File: src/rtl/lsu_bus_port.sv
// Load/store bus port: legality check, byte-lane alignment, req/ack bus handshake, load extension.
// Latency: bus_req one cycle after start, done one cycle after ack (faults: done one cycle after start).
// Backpressure: bus_req holds until bus_ack or timeout; start is ignored while busy.
module lsu_bus_port #(
    parameter int TIMEOUT_CYCLES = 16
) (
    input  logic        clk,
    input  logic        rst_n,
    input  logic        start,
    input  logic        is_store,
    input  logic [2:0]  funct3,
    input  logic [31:0] addr,
    input  logic [31:0] wdata,
    output logic        bus_req,
    output logic        bus_we,
    output logic [31:0] bus_addr,
    output logic [3:0]  bus_be,
    output logic [31:0] bus_wdata,
    input  logic [31:0] bus_rdata,
    input  logic        bus_ack,
    output logic        busy,
    output logic        done,
    output logic        fault,
    output logic [31:0] rdata
);
    localparam int CW = (TIMEOUT_CYCLES > 1) ? $clog2(TIMEOUT_CYCLES) : 1;

    typedef enum logic [1:0] {IDLE, REQ, RESP, ERR} state_t;

    typedef struct packed {
        logic       is_store;
        logic [2:0] funct3;
        logic [1:0] off;
    } req_t;

    state_t        state;
    req_t          cur;
    logic [CW-1:0] tmo_cnt;

    logic [1:0]    off;
    logic          legal;
    logic          misal;
    logic [3:0]    be_nxt;
    logic [31:0]   ld_shift;
    logic [31:0]   ld_dat;
    logic          tmo_hit;

    assign off = addr[1:0];
    assign tmo_hit = (TIMEOUT_CYCLES > 0) && (tmo_cnt == CW'(TIMEOUT_CYCLES - 1));

    always_comb begin
        legal = is_store ? (funct3 inside {3'b000, 3'b001, 3'b010})
                         : (funct3 inside {3'b000, 3'b001, 3'b010, 3'b100, 3'b101});
        // funct3[1:0] encodes size for both signed and unsigned loads
        misal = ((funct3[1:0] == 2'b01) && off[0]) ||
                ((funct3[1:0] == 2'b10) && (off != 2'b00));
        case (funct3[1:0])
            2'b00:   be_nxt = 4'b0001 << off;
            2'b01:   be_nxt = 4'b0011 << off;
            default: be_nxt = 4'b1111;
        endcase
    end

    always_comb begin
        ld_shift = bus_rdata >> {cur.off, 3'b000};
        case (cur.funct3)
            3'b000:  ld_dat = {{24{ld_shift[7]}}, ld_shift[7:0]};
            3'b100:  ld_dat = {24'h0, ld_shift[7:0]};
            3'b001:  ld_dat = {{16{ld_shift[15]}}, ld_shift[15:0]};
            3'b101:  ld_dat = {16'h0, ld_shift[15:0]};
            default: ld_dat = bus_rdata;
        endcase
    end

    always_ff @(posedge clk) begin
        if (!rst_n) begin
            state     <= IDLE;
            cur       <= '0;
            tmo_cnt   <= '0;
            bus_req   <= 1'b0;
            bus_we    <= 1'b0;
            bus_addr  <= '0;
            bus_be    <= '0;
            bus_wdata <= '0;
            busy      <= 1'b0;
            done      <= 1'b0;
            fault     <= 1'b0;
            rdata     <= '0;
        end else begin
            done  <= 1'b0;
            fault <= 1'b0;
            case (state)
                IDLE: begin
                    if (start) begin
                        cur     <= '{is_store, funct3, off};
                        tmo_cnt <= '0;
                        busy    <= 1'b1;
                        if (!legal || misal) begin
                            state <= ERR;
                            done  <= 1'b1;
                            fault <= 1'b1;
                        end else begin
                            state     <= REQ;
                            bus_req   <= 1'b1;
                            bus_we    <= is_store;
                            bus_addr  <= {addr[31:2], 2'b00};
                            bus_be    <= be_nxt;
                            bus_wdata <= is_store ? (wdata << {off, 3'b000}) : 32'h0;
                        end
                    end
                end
                REQ: begin
                    // an ack arriving on the timeout cycle still completes normally
                    if (bus_ack) begin
                        if (!cur.is_store) rdata <= ld_dat;
                        bus_req <= 1'b0;
                        bus_we  <= 1'b0;
                        state   <= RESP;
                        done    <= 1'b1;
                    end else if (tmo_hit) begin
                        bus_req <= 1'b0;
                        bus_we  <= 1'b0;
                        state   <= ERR;
                        done    <= 1'b1;
                        fault   <= 1'b1;
                    end else if (TIMEOUT_CYCLES > 0) begin
                        tmo_cnt <= tmo_cnt + 1'b1;
                    end
                end
                RESP, ERR: begin
                    state <= IDLE;
                    busy  <= 1'b0;
                end
                default: state <= IDLE;
            endcase
        end
    end
endmodule

File: config.mk
export PLATFORM = sky130hd
export DESIGN_NAME = lsu_bus_port
export DESIGN_NICKNAME = d
export VERILOG_FILES = /design/src/rtl/lsu_bus_port.sv
export SDC_FILE = /design/constraint.sdc
export NUM_CORES = 1
export LEC_CHECK = 0
export ABC_AREA = 1
export CAP_MARGIN = 20
export CORE_ASPECT_RATIO = 2
export CORE_MARGIN = 2
export CORE_UTILIZATION = 44
export DETAILED_ROUTE_END_ITERATION = 12
export PLACE_DENSITY = 0.8
export RECOVER_POWER = 100
export SYNTH_ARGS = -nofsm -noshare
export SYNTH_HDL_FRONTEND = slang
export SYNTH_SLANG_ARGS = --single-unit
File: constraint.sdc
create_clock -name clk -period 1.89 [get_ports clk]
set_input_delay 0.378 -clock clk [delete_from_list [all_inputs] [get_ports clk]]
set_output_delay 0.378 -clock clk [all_outputs]
set_load 0.01 [all_outputs]
======== Yosys cells after proc, flatten, opt, wreduce, memory -nomap -nowiden ========
Index checks and enable logic that the tools add are counted.
cells by class
  bitwise gates (word level) .............. 2
  add/sub/neg operators ................... 1
  reductions and logical operators ........ 22
  eq/ne operators ......................... 18
  shift-type cells ........................ 4
  muxes and demuxes ....................... 30
operators with widths
  kind                                            number
  one-hot mux 32 bit (4 select lines)             1
  two-way mux 32 bit                              1
  << shifter 32 x 5 -> 32 bit                     1
  right shift 32 x 5 -> 16 bit                    1
  one-hot mux 4 bit (2 select lines)              2
  two-way mux 1 bit                               13
  == test 3 bit (second input constant)           4
  two-way mux 4 bit                               3
  one-hot mux 1 bit (2 select lines)              5
  two-way mux 2 bit                               4
  != test 2 bit (second input constant)           4
  AND reduction 4 bit                             2
  == test 2 bit (second input constant)           3
  == test 3 x 1 -> 1 bit (second input constant)  2
  logical NOT 3 bit                               2
  one-hot mux 2 bit (3 select lines)              1
  AND reduction 2 bit                             3
  AND reduction 3 bit                             2
  nonzero test 2 bit                              3
  nonzero test 5 bit                              1
  adder 4 x 1 -> 4 bit (second input constant)    1
  == test 2 x 1 -> 1 bit (second input constant)  2
  == test 4 bit (second input constant)           1
  logical NOT 2 bit                               2
  other kinds (10)                                13
storage, ports and cells
  register bits after elaboration ......... 115
  input port bits ......................... 104
  output and inout port bits .............. 105
  word-level logic and storage cells ...... 91

======== Logic depth before layout (Yosys ltp) ========
Gate-level depths: netlist (run 1).
  word-level depth ........................ 8
  depth in mapped cells ................... 10

======== Worst setup path after synthesis (run 1) ========
No wires, ideal clock.
  kind .................................... input-to-reg
  from .................................... in addr[1]
  to ...................................... reg bus_wdata[13]
  stages on the path ...................... 10
  data required time ...................... 1820 ps
  path slack .............................. 510 ps
  setup time .............................. 70 ps
  path buffers ............................ 3
  arrival time ............................ 1310 ps
  cell sequence ........................... buf_6 clkinv_8 nand2_1 nand2_1 nand3_2 nor2_4 buf_6 buf_8 nand3_1 a21oi_1
on the way
  word-level cells in the longest chain between the ends .. 6
  elaborated cells between the ends (all ways) .. 8
ends and longest elaborated chain
  element                                                              RTL line  RTL
  from (decl)                                                          12        input logic [31:0] addr,
  branches (longest 6 deep; another with << shifter 32 x 5 -> 32 bit)  -
  to (signal assigned)                                                 108       bus_wdata <= is_store ? (wdata << {off, 3'b000}) : 32'h0;
  to (decl)                                                            18        output logic [31:0] bus_wdata,
Several ways; the timed one is not identified.
A chain may end at the register's enable or synchronous reset.

======== Final worst setup path (run 1) ========
  from .................................... reg rdata[11]
  to ...................................... out rdata[11]
RTL lines
  element                 RTL line  RTL
  from (decl)             24        output logic [31:0] rdata
  from (signal assigned)  115       if (!cur.is_store) rdata <= ld_dat;
No word-level cell between the ends.

==> results_dict.tcl, run 1 <==
set metrics [dict create \
    outcome "finished clean" \
    yosysMostFrequentCell "sky130_fd_sc_hd__nor2_1" \
    synthTopCellsByArea "sky130_fd_sc_hd__dfxtp_1 (42%), sky130_fd_sc_hd__o21ai_0 (12%), sky130_fd_sc_hd__nor2_1 (12%), sky130_fd_sc_hd__nand2_1 (11%), sky130_fd_sc_hd__nand3_1 (4.3%)" \
    yosys_register_bits 115 \
    critPathTopFamily "buffers and inverters" \
    timing.final.crit_share_pct 96.4 \
    syn-cell-area_sq_um 5440 \
    placement.setup.worst_slack_ps -187 \
    crit_type "reg -> out" \
    sequential_fraction_of_the_synthesis_area_pct 42.3 \
    arrival_ps 1440 \
    drt_first_pass_iters 8 \
    synth_xor_xnor_area_share_pct 0.322 \
    vias 6232 \
    post_synth_and_or_nand_nor_area_fraction_pct 29.7 \
    root_buffer "sky130_fd_sc_hd__clkbuf_16" \
    avgViaCountPerCell 5.20 \
    die_h_um 161 \
    clk_latency_ps 400 \
    synth_enable_flop_cells 0 \
    worstSetupPathDepth 1 \
    slowest_delay_ps 630 \
    power.density_nw_per_um2 863 \
    design.core.area_sq_um 12100 \
    worst_setup_path_end_kind "output port" \
    synth_mux_area_share_pct 0 \
    power.leakage_nw 3.99 \
    postLayoutSetupSlackWorst_ps 67.7 \
    die_width_um 82.6 \
    grt_pass1_wl_um 28800 \
    ys_top_cells_by_count "sky130_fd_sc_hd__nor2_1 (167), sky130_fd_sc_hd__nand2_1 (153), sky130_fd_sc_hd__o21ai_0 (132)" \
    synthesized_area_fraction_occupied_by_ao_oa_aoi_and_oai_cells_pct 17.1 \
    die-area_sq_um 13300 \
    drv_slew 0 \
    netlist.area_leader.share_pct 42.3 \
    post_layout_nonfiller_instances 1199 \
    ctsHoldBuffers 0 \
    cts_buf_count 17 \
    critical_path_peak_fanout 2 \
    synth_cells 809 \
    critPathRequiredTime_ps 1510 \
    setup_viol 0 \
    gr-total-overflow 0 \
    worstRegToRegCells 7 \
    antenna_cells 0 \
    drv_cap 0 \
    r2r_path_start "state[1]" \
    grt_start_max_net_pins 31 \
    ctsHtreeMaxLevel 4 \
    routedWlPerCell_um 15.8 \
    finalWirelength_um 19000 \
    synth-main-ff-cell "sky130_fd_sc_hd__dfxtp_1" \
    tritoncts "built" \
    finish.net_count 1145 \
    post_cts.repair.setup_buffers 0 \
    proportion_of_layout_cells_with_a_drive_suffix_above_1_pct 9.03 \
    place.detailed.hpwl_um 14400 \
    async_flop_share_pct 0 \
    initial_core_util_pct 44.9 \
    timing.critical_path.to "rdata[11]" \
    boundaryPins 209 \
    clock_sink_count 115 \
    hold_path_depth 3 \
    core.rowCount 57 \
    final_total_negative_setup_slack_ps 0 \
    syn_to_final_growth_pct 54.8 \
    synth_top_cell_by_area "sky130_fd_sc_hd__dfxtp_1" \
    fin_crit_ps 1820 \
    end_of_the_worst_register_to_register_path "bus_addr[22]" \
    post-place-cells 1168 \
    initial_antenna_violation_count 0 \
    final_hold_violation_count 0 \
    via_count_of_the_first_global_routing_pass 5871 \
    max_clock_freq_mhz 549 \
    hold_path_class "in -> reg" \
    critical_path.slowest_cell "sky130_fd_sc_hd__dlygate4sd3_1" \
    post-route-drc-count 0 \
    gpl.final_weighted_congestion 0.975 \
    vdd.ir_drop.worst_mv 0.797 \
    drt.antenna.violating_nets 0 \
    gr-usage-all-layers_pct 28.6 \
    cp_num_buf_inv 1 \
    synth-adder-area-share_pct 0.230 \
    rrSetupSlack_ps 150 \
    worst_setup_path_startpoint "rdata[11]" \
    synth_cell_types 34 \
    buffer_ports.inserted 206 \
    clkTransAtPathRegs_ps 50 \
    synth_top_family_by_area "simple AND/OR/NAND/NOR gates" \
    clockBufferDepth 2 \
    timing.critical_path.from_type "flop" \
    synth.avg_cell_area_sq_um 6.73 \
    1st_iter_drt_viols 335 \
    nFillCells 1034 \
    timing.critical_path.cells "dlygate4sd3_1" \
    cts_resized 0 \
    yosys_warnings 0 \
    skew_ps 8.39 \
    rsz0062_at_grt "false" \
]
-- cell type report --
cell class	instances	area [sq um]	share of cell area [%]
Clock inverter	9	131	1.56
Sequential cell	115	2300	27.3
Inverter	69	272	3.22
Tap cell	147	184	2.18
Multi-Input combinational cell	577	2590	30.8
Timing Repair Buffer	260	2490	29.5
Clock buffer	22	454	5.39
-- worst min-delay path by stage --
stage / endpoint / slack, ps / from
2_1_floorplan: tmo_cnt[3] / 480 / tmo_cnt[3]
3_3_place_gp: bus_wdata[5] / 450 / bus_wdata[5]
3_5_place_dp: bus_req / 450 / bus_req
4_1_cts: bus_wdata[6] / 430 / rst_n
5_1_grt: bus_be[1] / 450 / rst_n
6_report: bus_wdata[14] / 440 / rst_n
-- cell usage in the layout (no fill, tap or decap), types with 3 or more instances in the layout --
cell type	count
sky130_fd_sc_hd__a21oi_1	35
sky130_fd_sc_hd__clkdlybuf4s50_1	102
sky130_fd_sc_hd__clkbuf_16	17
sky130_fd_sc_hd__nor2_1	167
sky130_fd_sc_hd__clkinvlp_4	3
sky130_fd_sc_hd__inv_1	63
sky130_fd_sc_hd__o22ai_1	8
sky130_fd_sc_hd__clkbuf_1	7
sky130_fd_sc_hd__nand3_1	47
sky130_fd_sc_hd__dlygate4sd3_1	103
sky130_fd_sc_hd__inv_2	4
sky130_fd_sc_hd__buf_12	3
sky130_fd_sc_hd__nand4_1	9
sky130_fd_sc_hd__buf_4	47
sky130_fd_sc_hd__nand2_1	153
sky130_fd_sc_hd__bufinv_16	3
sky130_fd_sc_hd__dfxtp_1	115
sky130_fd_sc_hd__o21ai_0	132
-- stage by stage --
stage          hold WS, ps  total power, mW  util, %  cell area (sq um)
6_report               439             7.27     69.5               8420
2_1_floorplan          480             3.37        -               5450
4_1_cts                426             7.35     69.6               8440
5_1_grt                454             7.56     69.5               8420
3_5_place_dp           455             4.15     64.8               7850
3_3_place_gp           450             4.13     64.8               7850
-- tightest hold or removal path: cells and delay by family --
| kind | cells | cell delay, ps |
|---|---|---|
| buffers and inverters | 2 | 300 |
| and+or+nand+nor | 1 | 130 |
-- registers in the layout, indices dropped and copies added (netlist names) --
name       count
fault          1
rdata         32
bus_addr      30
bus_req        1
bus_wdata     32
cur            6
state          2
done           1
busy           1
bus_be         4
bus_we         1
tmo_cnt        4
-- logic make-up (layout without fill, tap and decap cells) --
group,Yosys count,in the layout
simple gates,390,390
compound gates,182,182
buf+inv,118,360
flops,115,115
xor+xnor,2,2
fa+ha+maj,1,1
other cells,1,2
-- report_power, final --
group / total (mW) / internal [mW] / switching [mW]
combinational: 1.39 / 0.651 / 0.736
clock: 3.21 / 2.10 / 1.11
sequential: 2.67 / 2.59 / 0.0870
-- metal layers --
layer	vias to the layer above	track usage (%)	share of wire, %
met1	2788	28.2	34
met4	0	16.7	5.4
met5	-	0	0
li1	3070	-	-
met3	72	6.87	6.3
met2	302	51.7	54
No activity file was read; power rests on OpenSTA's default activity.
==> inputs of run 2 (changes only) <==
--- a/config.mk
+++ b/config.mk
@@ -9,9 +9,8 @@
 export CAP_MARGIN = 20
 export CORE_ASPECT_RATIO = 2
 export CORE_MARGIN = 2
-export CORE_UTILIZATION = 44
+export CORE_UTILIZATION = 30
 export DETAILED_ROUTE_END_ITERATION = 12
-export PLACE_DENSITY = 0.8
 export RECOVER_POWER = 100
 export SYNTH_ARGS = -nofsm -noshare
 export SYNTH_HDL_FRONTEND = slang
==> run 2 against run 1 <==
  * Global-route usage fell by 8.4 points
  * Critical path depth unchanged
  * Sequential cell count is the same
  * Clock skew increased by 2.3 ps
  * Utilization down 22 points
  * Hold slack lost 91 ps
  * Combinational power is essentially flat
  * Largest power group unchanged
==> results_dict.tcl, run 2 (same netlist as run 1, synthesis figures left out) <==
set metrics [dict create \
    groute.layer.met1.usage_pct 20.4 \
    gpl.final_weighted_congestion 0.907 \
    ctsHtreeMaxLevel 4 \
    power.density_nw_per_um2 841 \
    root_buffer "sky130_fd_sc_hd__clkbuf_16" \
    tritoncts "built" \
    ctsHoldBuffers 0 \
    finish.net_count 1134 \
    arrival_ps 1430 \
    final_cell_mix "sky130_fd_sc_hd__nor2_1 (167), sky130_fd_sc_hd__nand2_1 (153), sky130_fd_sc_hd__o21ai_0 (132)" \
    cp_num_buf_inv 1 \
    setup_viol 0 \
    biggestRegsByFlops "bus_wdata: 32 flops, rdata: 32 flops, bus_addr: 30 flops" \
    p_switching_mw 2.00 \
    die_h_um 194 \
    buffer_ports.inserted 206 \
    core.rowCount 69 \
    vias 5952 \
    final_hold_violation_count 0 \
    timing.critical_path.from_type "flop" \
    worstSetupPathDepth 1 \
    routedWlPerCell_um 15.5 \
    clkTransAtPathRegs_ps 60 \
    gr-max-usage-layer "met2" \
    critPathTopFamily "buffers and inverters" \
    power.leakage_nw 3.96 \
    outcome "finished clean" \
    initial_core_util_pct 30.6 \
    design.core.area_sq_um 17800 \
    gr-total-overflow 0 \
    layout.cells.most_common "sky130_fd_sc_hd__nor2_1" \
    drv_cap 0 \
    rrSetupSlack_ps 250 \
    vdd.ir_drop.worst_mv 0.558 \
    die-area_sq_um 19300 \
    drt_first_pass_iters 4 \
    r2r_path_start "state[1]" \
    max_clock_freq_mhz 552 \
    power_frac_clock_pct 43.4 \
    grt_pass1_wl_um 30700 \
    timing.final.crit_share_pct 95.9 \
    finalWirelength_um 19500 \
    clk_latency_ps 410 \
    worst_setup_path_startpoint "bus_wdata[21]" \
    groute.layer.met2.usage_pct 38.2 \
    worstRegToRegCells 7 \
    clock_sink_count 115 \
    drt.antenna.violating_nets 0 \
    skew_ps 10.7 \
    initial_antenna_violation_count 0 \
    power.sequential.fraction_pct 37.3 \
    share_comb_of_total_power_pct 19.3 \
    netSwitchingFraction_pct 28.0 \
    report.power.total_mw 7.16 \
    rsz0062_at_grt "false" \
    drv_slew 0 \
    critPathRequiredTime_ps 1510 \
    gr-usage-all-layers_pct 20.2 \
    hold-worst-slack_ps 348 \
    crit_type "reg -> out" \
    place.detailed.hpwl_um 14700 \
    post_cts.repair.setup_buffers 0 \
    syn_to_final_growth_pct 56.4 \
    utilization_pct 47.8 \
    hold_path_class "in -> reg" \
    critical_path_peak_fanout 2 \
    post-route-drc-count 0 \
    timing.slew.headroom_pct 63.9 \
    fin_area_sq_um 8510 \
    placement.cell_area_sq_um 7940 \
    worst_setup_path_end_kind "output port" \
    critical_path.slowest_cell "sky130_fd_sc_hd__dlygate4sd3_1" \
    clockBufferDepth 2 \
    timing.critical_path.to "bus_wdata[21]" \
    end_of_the_worst_register_to_register_path "rdata[14]" \
    grt_start_max_net_pins 50 \
    grt_util_met3_pct 4.03 \
    boundaryPins 209 \
    1st_iter_drt_viols 222 \
    tightestPinTransition_ps 539 \
    fin_crit_ps 1810 \
    antenna_cells 0 \
    proportion_of_layout_cells_with_a_drive_suffix_above_1_pct 8.45 \
    slowest_delay_ps 640 \
    cts_buf_count 17 \
    avgViaCountPerCell 4.75 \
    timing.critical_path.cells "dlygate4sd3_1" \
    power.internal_mw 5.16 \
    via_count_of_the_first_global_routing_pass 5980 \
    die_width_um 99.2 \
]
-- run 2: worst min-delay path by stage --
stage / from / cells after the start / slack [ps] / to
global route: rst_n / 3 / 380 / rdata[3]
global placement: bus_wdata[7] / 2 / 450 / bus_wdata[7]
detailed placement: bus_req / 2 / 450 / bus_req
CTS: rst_n / 3 / 340 / rdata[3]
floorplan: tmo_cnt[3] / 2 / 480 / tmo_cnt[3]
finish: rst_n / 3 / 350 / rdata[3]
-- run 2: what timing repair did --
item                                    4_1_cts  5_1_grt
endpoints found under the setup margin        0       17
endpoints found under the hold margin         0        0
resized for setup                             0        4
-- run 2: area by class of cell --
| cell class | instances | area [sq um] |
|---|---|---|
| Clock inverter | 10 | 104 |
| Tap cell | 213 | 267 |
| Multi-Input combinational cell | 577 | 2590 |
| Fill cell | 1830 | 9280 |
| Sequential cell | 115 | 2300 |
| Inverter | 69 | 272 |
| Clock buffer | 21 | 470 |
| Timing Repair Buffer | 249 | 2500 |
-- run 2: metrics by stage --
stage               setup TNS (ps)  cells  setup WS (ps)
global route                     0   1254           55.6
detailed placement           -5770   1223           -119
floorplan                        0    810            510
global placement             -4120   1223          -97.6
CTS                              0   1254            135
finish                           0   1254           77.9
-- run 2: routing by layer --
metal | part of all wire, % | vias up | wire (um)
met4 | 4.1 | 0 | 804
met1 | 36 | 2671 | 7050
met5 | 0 | - | 0
met2 | 55 | 193 | 10700
met3 | 4.8 | 45 | 933
li1 | - | 3043 | -
-- run 2: power groups by stage --
stage | clock network (mW) | logic, mW | registers, mW
after floorplan | 0 | 0.599 | 2.77
after global placement | 0 | 1.44 | 2.73
after detailed placement | 0 | 1.44 | 2.73
after CTS | 3.17 | 1.45 | 2.68
after global routing | 3.28 | 1.52 | 2.69
final | 3.11 | 1.38 | 2.67
==> inputs of run 3 (changes only) <==
--- a/config.mk
+++ b/config.mk
@@ -6,11 +6,12 @@
 export NUM_CORES = 1
 export LEC_CHECK = 0
 export ABC_AREA = 1
-export CAP_MARGIN = 20
+export CAP_MARGIN = 0
 export CORE_ASPECT_RATIO = 2
 export CORE_MARGIN = 2
-export CORE_UTILIZATION = 30
+export CORE_UTILIZATION = 25
 export DETAILED_ROUTE_END_ITERATION = 12
+export GPL_ROUTABILITY_DRIVEN = 0
 export RECOVER_POWER = 100
 export SYNTH_ARGS = -nofsm -noshare
 export SYNTH_HDL_FRONTEND = slang
==> run 3 against run 2 <==
  * Register-to-register slack lost 20 ps
  * Via count grew 0.45%
  * Critical path depth unchanged
  * Clock skew decreased by 1.5 ps
  * Largest cell class unchanged
  * Combinational power hardly changed
  * Cell area up 1.8%
  * Cell count grew 5.7%
  * Sequential share of layout area is 0.50 points lower
==> results_dict.tcl, run 3 (same netlist as run 1, synthesis figures left out) <==
set metrics [dict create \
    post-route-drc-count 0 \
    routedWlPerCell_um 15.4 \
    tritoncts "built" \
    initial_antenna_violation_count 0 \
    clkTransAtPathRegs_ps 60 \
    timing.final.crit_share_pct 95.1 \
    via_count_of_the_first_global_routing_pass 5985 \
    grt_pass1_wl_um 31600 \
    rsz0062_at_grt "false" \
    drt_first_pass_iters 4 \
    clk_latency_ps 410 \
    ctsHoldBuffers 0 \
    utilization_pct 40.3 \
    worstSetupPathDepth 1 \
    ctsHtreeMaxLevel 4 \
    vdd.ir_drop.worst_mv 0.460 \
    post_layout_nonfiller_instances 1325 \
    gr-usage-all-layers_pct 18.1 \
    skew_ps 9.13 \
    die-area_sq_um 23000 \
    post-place-cells 1295 \
    design.core.area_sq_um 21500 \
    antenna_cells 0 \
    hold_path_class "in -> reg" \
    power.density_nw_per_um2 866 \
    die_h_um 213 \
    1st_iter_drt_viols 345 \
    worst_setup_path_end_kind "output port" \
    final_hold_violation_count 0 \
    finalWirelength_um 20400 \
    drt.antenna.violating_nets 0 \
    outcome "finished clean" \
    timing.critical_path.cells "dlygate4sd3_1" \
    worstRegToRegCells 9 \
    die_width_um 108 \
    clockBufferDepth 2 \
    seq_cell_area_sq_um 2300 \
    slowest_delay_ps 690 \
    hold_path_depth 3 \
    biggestRegsByFlops "bus_wdata: 32 flops, rdata: 32 flops, bus_addr: 30 flops" \
    critical_path_peak_fanout 2 \
    buffer_ports.inserted 206 \
    crit_type "reg -> out" \
    boundaryPins 209 \
    syn_to_final_growth_pct 59.2 \
    drv_cap 0 \
    post_cts.repair.setup_buffers 0 \
    drv_slew 0 \
    final_cell_mix "sky130_fd_sc_hd__nor2_1 (167), sky130_fd_sc_hd__nand2_1 (153), sky130_fd_sc_hd__o21ai_0 (132)" \
    core.rowCount 76 \
    root_buffer "sky130_fd_sc_hd__clkbuf_16" \
    proportion_of_layout_cells_with_a_drive_suffix_above_1_pct 9.22 \
    initial_core_util_pct 25.3 \
    max_clock_freq_mhz 557 \
    critical_path.slowest_cell "sky130_fd_sc_hd__dlygate4sd3_1" \
    cp_num_buf_inv 1 \
    grt_start_max_net_pins 43 \
    place.detailed.hpwl_um 15700 \
    power.leakage_nw 4.04 \
    avgViaCountPerCell 4.51 \
    arrival_ps 1420 \
    multi_input_area_sq_um 2580 \
    layout.cells.most_common "sky130_fd_sc_hd__nor2_1" \
    gr-total-overflow 0 \
    critPathTopFamily "buffers and inverters" \
    vias 5979 \
    cts_buf_count 17 \
    setup_viol 0 \
    timing.critical_path.from_type "flop" \
    clock_sink_count 115 \
    finish.net_count 1146 \
    nFillCells 2272 \
    cts_resized 0 \
    fin_crit_ps 1800 \
    critPathRequiredTime_ps 1510 \
]
==> run 3: cell types whose count changed in the layout (fill, tap and decap cells not counted), moves of 3 or more <==
cell	before	now
sky130_fd_sc_hd__buf_12	11	7
sky130_fd_sc_hd__buf_4	28	38
sky130_fd_sc_hd__bufinv_16	1	4
sky130_fd_sc_hd__clkbuf_4	0	4
sky130_fd_sc_hd__clkinv_2	0	4
sky130_fd_sc_hd__clkinv_4	5	1
sky130_fd_sc_hd__clkinvlp_4	4	1
==> run 3: metrics by stage <==
step	total power, mW	cell area (sq um)	setup slack, ps	hold WS (ps)	TNS, ps
5_1_grt	7.86	8660	45.6	286	0
3_5_place_dp	4.20	8080	-156	455	-5930
6_report	7.50	8660	93.2	278	0
2_1_floorplan	3.37	5450	510	480	0
4_1_cts	7.66	8700	106	261	0
3_3_place_gp	4.19	8080	-140	450	-2610
==> run 3: worst register-to-register path: stages, from the launching register on <==
cell                      delay, ps
sky130_fd_sc_hd__dfxtp_1        530
sky130_fd_sc_hd__inv_1          180
sky130_fd_sc_hd__nor2_2         270
sky130_fd_sc_hd__nand2_1         80
sky130_fd_sc_hd__nand2_1        100
sky130_fd_sc_hd__nand2_1         70
sky130_fd_sc_hd__nand3_2        100
sky130_fd_sc_hd__buf_12         140
sky130_fd_sc_hd__o21ai_0         90
sky130_fd_sc_hd__inv_1           50
==> run 3: area by class of cell <==
cell class	instances	share of cell area, %
clock inverters	10	1.81
well taps	273	3.94
inverters	69	3.13
flip-flops and latches	115	26.6
repair buffers	261	29.4
clock buffers	20	5.39
multi-input cells	577	29.8
==> run 3: path summary, 6_finish.rpt <==
| check | from | to | slack, ps |
|---|---|---|---|
| max | bus_wdata[12] | bus_wdata[12] | 90 |
| min | rst_n | bus_wdata[29] | 280 |
| max reg2reg | cur[1] | rdata[17] | 230 |
| min reg2reg | bus_wdata[18] | bus_wdata[18] | 460 |
==> run 3: per-layer routing <==
metal | global-route usage, % | routed length (um) | up-vias | part of all wire (%)
li1 | - | - | 3061 | -
met1 | 18.4 | 7390 | 2679 | 36
met2 | 34.6 | 11300 | 202 | 56
met3 | 3.31 | 935 | 37 | 4.6
met4 | 8.71 | 722 | 0 | 3.5
met5 | 0 | 0 | - | 0
==> run 3: where the power goes <==
| group | total (mW) | switching, mW | internal (mW) |
|---|---|---|---|
| registers | 2.67 | 0.0885 | 2.59 |
| logic | 1.40 | 0.733 | 0.668 |
| clock network | 3.43 | 1.14 | 2.29 |
